File: src/rtl/sp_fifo_ctrl.sv
// FIFO controller front-ending a single-port 4x256 RAM.
// Push/pop contention is arbitrated round-robin, one RAM access per cycle.
module sp_fifo_ctrl #(
  parameter int DATA_W = 4,
  parameter int ADDR_W = 8,
  parameter int DEPTH  = 256
) (
  input  logic              clk,
  input  logic              rst,
  input  logic              push_req,
  input  logic [DATA_W-1:0] push_data,
  output logic              push_ack,
  input  logic              pop_req,
  output logic              pop_ack,
  output logic              rd_valid,
  output logic [DATA_W-1:0] rd_data,
  output logic              full,
  output logic              empty,
  output logic [ADDR_W:0]   count,
  output logic              mem_wr_en,
  output logic              mem_rd_en,
  output logic [ADDR_W-1:0] mem_addr,
  output logic [DATA_W-1:0] mem_wr_data,
  input  logic [DATA_W-1:0] mem_rd_data
);

  typedef enum logic {
    PRIO_WR,
    PRIO_RD
  } prio_t;

  localparam logic [ADDR_W:0] FULL_CNT = (ADDR_W+1)'(DEPTH);

  logic [ADDR_W-1:0] wr_ptr;
  logic [ADDR_W-1:0] rd_ptr;
  prio_t             prio;
  logic              push_el;
  logic              pop_el;
  logic              grant_w;
  logic              grant_r;
  logic [ADDR_W:0]   count_nxt;

  always_comb begin
    push_el   = rst & push_req & ~full;
    pop_el    = rst & pop_req & ~empty;
    grant_w   = push_el & (~pop_el | (prio == PRIO_WR));
    grant_r   = pop_el & (~push_el | (prio == PRIO_RD));
    count_nxt = count;
    unique case (1'b1)
      grant_w: count_nxt = count + 1'b1;
      grant_r: count_nxt = count - 1'b1;
      default: ;
    endcase
  end

  assign push_ack    = grant_w;
  assign pop_ack     = grant_r;
  assign mem_wr_en   = grant_w;
  assign mem_rd_en   = grant_r;
  assign rd_data     = mem_rd_data;
  assign mem_wr_data = rst ? push_data : '0;

  // Idle cycles park the address on the read pointer.
  always_comb begin
    mem_addr = '0;
    if (rst) begin
      mem_addr = grant_w ? wr_ptr : rd_ptr;
    end
  end

  always_ff @(posedge clk) begin
    if (!rst) begin
      wr_ptr   <= '0;
      rd_ptr   <= '0;
      count    <= '0;
      empty    <= 1'b1;
      full     <= 1'b0;
      rd_valid <= 1'b0;
      prio     <= PRIO_WR;
    end else begin
      if (grant_w) begin
        wr_ptr <= wr_ptr + 1'b1;
      end
      if (grant_r) begin
        rd_ptr <= rd_ptr + 1'b1;
      end
      count    <= count_nxt;
      full     <= (count_nxt == FULL_CNT);
      empty    <= (count_nxt == '0);
      rd_valid <= grant_r;
      if (push_el && pop_el) begin
        prio <= (prio == PRIO_WR) ? PRIO_RD : PRIO_WR;
      end
    end
  end

endmodule

File: config.mk
export PLATFORM = sky130hd
export DESIGN_NAME = sp_fifo_ctrl
export DESIGN_NICKNAME = d
export VERILOG_FILES = /design/src/rtl/sp_fifo_ctrl.sv
export SDC_FILE = /design/constraint.sdc
export NUM_CORES = 1
export LEC_CHECK = 0
export BUFFER_PORTS_ARGS = -buffer_cell sky130_fd_sc_hd__buf_2
export CAP_MARGIN = 20
export CORE_AREA = 2 2 79 81
export DETAILED_ROUTE_END_ITERATION = 10
export DIE_AREA = 0 0 81 83
export GPL_TIMING_DRIVEN = 1
export PLACE_DENSITY = 0.58
export SYNTH_ARGS = -nofsm -noshare
export SYNTH_HDL_FRONTEND = slang
export SYNTH_SLANG_ARGS = --single-unit
File: constraint.sdc
create_clock -name clk -period 3.3 [get_ports clk]
set_input_delay 0.165 -clock clk [delete_from_list [all_inputs] [get_ports clk]]
set_output_delay 0.165 -clock clk [all_outputs]
set_load 0.01 [all_outputs]
==> impl_metrics.csv <==
group,metric,value,unit
grt,grt_max_degree,37,
timing,fin_setup_tns,0,ns
grt,grtUsageTotal,0.121,
detailed_routing,drt_iter0_drc,74,
setup_path,path_cells,"nand2b_1, o211a_1, fa_1, a21o_1, a221oi_2, o21ai_0, mux2i_1, a21oi_1, and2_1",
detailed_routing,drc,0,
grt,antenna_found_initial,0,
floorplan,die_area,6720,sq um
power,power_density,407,nW/um^2
timing,setup_slack,0.623,ns
setup_path,worst_ep_required_time,3.48,ns
power,ir_drop,197,uV
timing,hold_viol,0,
setup_path,crit_path_max_incr_delay,0.45,ns
floorplan,die_h,83,microns
synthesis,ys_types,40,
detailed_routing,viasPerCell,4.80,
clocking,root_buffer,"clkbuf_8",
power,p_leak,0.962,nW
timing,post-route-period-util,0.811,
cells_and_area,multi_input_area,1020,sq um
synthesis,seq_area_frac_synth,0.344,
synthesis,yosysTopAreaCellShare,0.344,
floorplan,boundaryPins,44,
timing,period_minus_slack,2.68,ns
cells_and_area,nFillCells,660,
timing,slew_headroom,0.554,
placement,numPortBuffers,35,
synthesis,synth_seq_cells,29,
synthesis,synth.area.top_cells,"dfxtp_1, mux2i_1, ha_1",
timing,grt_setup_unrepaired,"no",
detailed_routing,vias,1440,
cells_and_area,instances_no_fill,300,
setup_path,cp_max_fo,8,
clocking,ctsHoldBuffers,0,
cells_and_area,nets,246,
power,power.total,0.810,mW
clocking,cts_tree,"done",
timing,fmax,374,MHz
cells_and_area,drive_gt1_frac,0.213,
detailed_routing,drtAntennaViolNets,0,
setup_path,startpoint_type,"flip-flop",
clocking,post-cts-setup-buffer-count,0,
placement,dpl.hpwl,2.74,mm
timing,max_slew.worst_pin.slew,0.669,ns
cells_and_area,antennaDiodeCount,0,
cells_and_area,syn_to_final_growth,17.9,%
floorplan,die_w,81,microns
clocking,clkTransAtPathRegs,0.06,ns
detailed_routing,dr.pass1.iters,4,
clocking,clk-insertion-delay-late,0.28,ns
setup_path,arrival,2.85,ns
clocking,cts_made_buffers,5,
synthesis,syn_area_per_cell,8.75,sq um
clocking,cts_resized,0,
flow_run,drv_cap,0,
placement,dpl.cell_count,292,
placement,dpl_cell_area,1890,sq um
floorplan,row_count,28,
detailed_routing,avgRoutedWirePerCell,12.5,microns
grt,grt_pass1_vias,1330,
floorplan,core_area,5820,sq um
cells_and_area,fin_area,1990,sq um
timing,finClkSkew,0.00559,ns
setup_path,critical_path_class,"flip-flop to flip-flop",
synthesis,synth_nets,215,
floorplan,start_util,0.290,
synthesis,syn_inst,193,
grt,grt_overflow,0,
timing,setup_viol,0,
synthesis,synth_top_cell_by_area,"dfxtp_1",
setup_path,endpoint_kind,"flip-flop",
timing,final-max-slew-violation-count,0,
placement,pre_cts_ws,0.631,ns
synthesis,netlist_area,1690,sq um
run_status,status,"finished, final reports clean",
placement,gp_congestion,0.864,
detailed_routing,drt-total-wl,3.74,mm
min_path,hold_class,"input pin to flip-flop",
clocking,cts_sinks,29,
clocking,cts_max_path_buffers,2,
synthesis,yosys_warnings,0,
grt,grt_pass1_wl,6.38,mm
clocking,htreeDepth,2,
cells_and_area,regArea,581,sq um
setup_path,slowest_stage,"fa_1",
==> registers in the layout, indices dropped and copies added (netlist names) <==
| signal | flops |
|---|---|
| rd_valid | 1 |
| empty | 1 |
| full | 1 |
| prio | 1 |
| rd_ptr | 8 |
| count | 9 |
| wr_ptr | 8 |
==> metrics by stage <==
step	util	hold slack, ns
detailed placement	0.325	0.330
finish	0.343	0.227
CTS	0.343	0.217
global placement	0.325	0.330
global route	0.343	0.218
floorplan	-	0.287
==> cells in the final DEF (no fill, tap or decap), types with 2 or more instances in the layout <==
master and n:
and4_1 2, and2_1 6, a211oi_1 3, a21o_1 4, dfxtp_1 29, clkbuf_8 7
nand3_1 6, xor2_1 10, xnor2_1 8, mux2i_1 13, and3_1 4, ha_1 9
nand2b_1 2, or3_1 2, nand2_1 13, nor2_1 30, o211a_1 2, nor2b_1 2
buf_2 35, buf_4 2, o21ai_0 2, nand4_1 5, a21oi_1 12
==> worst max-delay path, delay by kind of cell (launching register included) <==
family          cells  cell delay (ns)
simple gates        2             0.40
mux                 1             0.21
compound gates      5             1.22
flops               1             0.31
fa+ha+maj           1             0.45
==> worst paths after layout <==
| path | slack [ns] | end | startpoint | depth (start not counted) |
|---|---|---|---|---|
| max reg2reg | 0.62 | full | full | 9 |
| max | 0.62 | full | full | 9 |
| min | 0.23 | rd_valid | rst | 2 |
| min reg2reg | 0.51 | count[4] | count[4] | 2 |
==> synth_stat cells <==
library cell / n
inv_2: 1
o211ai_2: 1
buf_6: 1
xnor2_1: 8
buf_2: 3
a211o_1: 1
nor2b_1: 2
o2111ai_1: 1
dfxtp_1: 29
a211oi_1: 3
o21ai_0: 2
clkbuf_1: 3
buf_4: 6
and2_1: 6
xor2_1: 10
nand3b_1: 1
nor4_1: 1
inv_1: 1
fa_1: 1
and4b_1: 1
mux2i_1: 13
a31o_1: 1
o211a_1: 2
ha_1: 9
nand2_1: 13
and4_1: 2
nand2b_1: 2
and3_1: 4
a2111o_1: 1
a31oi_1: 1
nor2_1: 30
o31ai_1: 1
nand4_1: 5
or3_1: 2
a21o_1: 4
a221oi_2: 1
a21oi_1: 12
o21ai_1: 1
o211ai_1: 1
nand3_1: 6
==> cell families after synthesis <==
| group | count (synthesis) | share of synthesized area |
|---|---|---|
| fa+ha+maj | 10 | 0.0785 |
| xor+xnor | 18 | 0.0933 |
| compound gates | 33 | 0.139 |
| buf+inv | 15 | 0.0533 |
| flops | 29 | 0.344 |
| simple gates | 75 | 0.216 |
| mux | 13 | 0.0770 |
==> metal layers <==
layer,GRT usage,vias up,share of wire
li1,-,735,-
met1,0.163,658,0.48
met2,0.178,40,0.45
met3,0.0370,7,0.055
met4,0.0478,0,0.015
met5,0,-,0
==> power breakdown <==
part	internal [mW]	switching, mW	leakage (nW)	total (mW)
logic	0.0476	0.0641	0.673	0.112
registers	0.362	0.0136	0.235	0.376
clock network	0.188	0.134	0.0542	0.322
==> final cells by class <==
cell class / count / share of cell area
inverters: 2 / 0.00377
clock buffers: 7 / 0.0484
repair buffers: 37 / 0.0955
flip-flops and latches: 29 / 0.291
multi-input cells: 149 / 0.511
well taps: 75 / 0.0471
clock inverters: 1 / 0.00251
No activity file was read; power rests on OpenSTA's default activity.
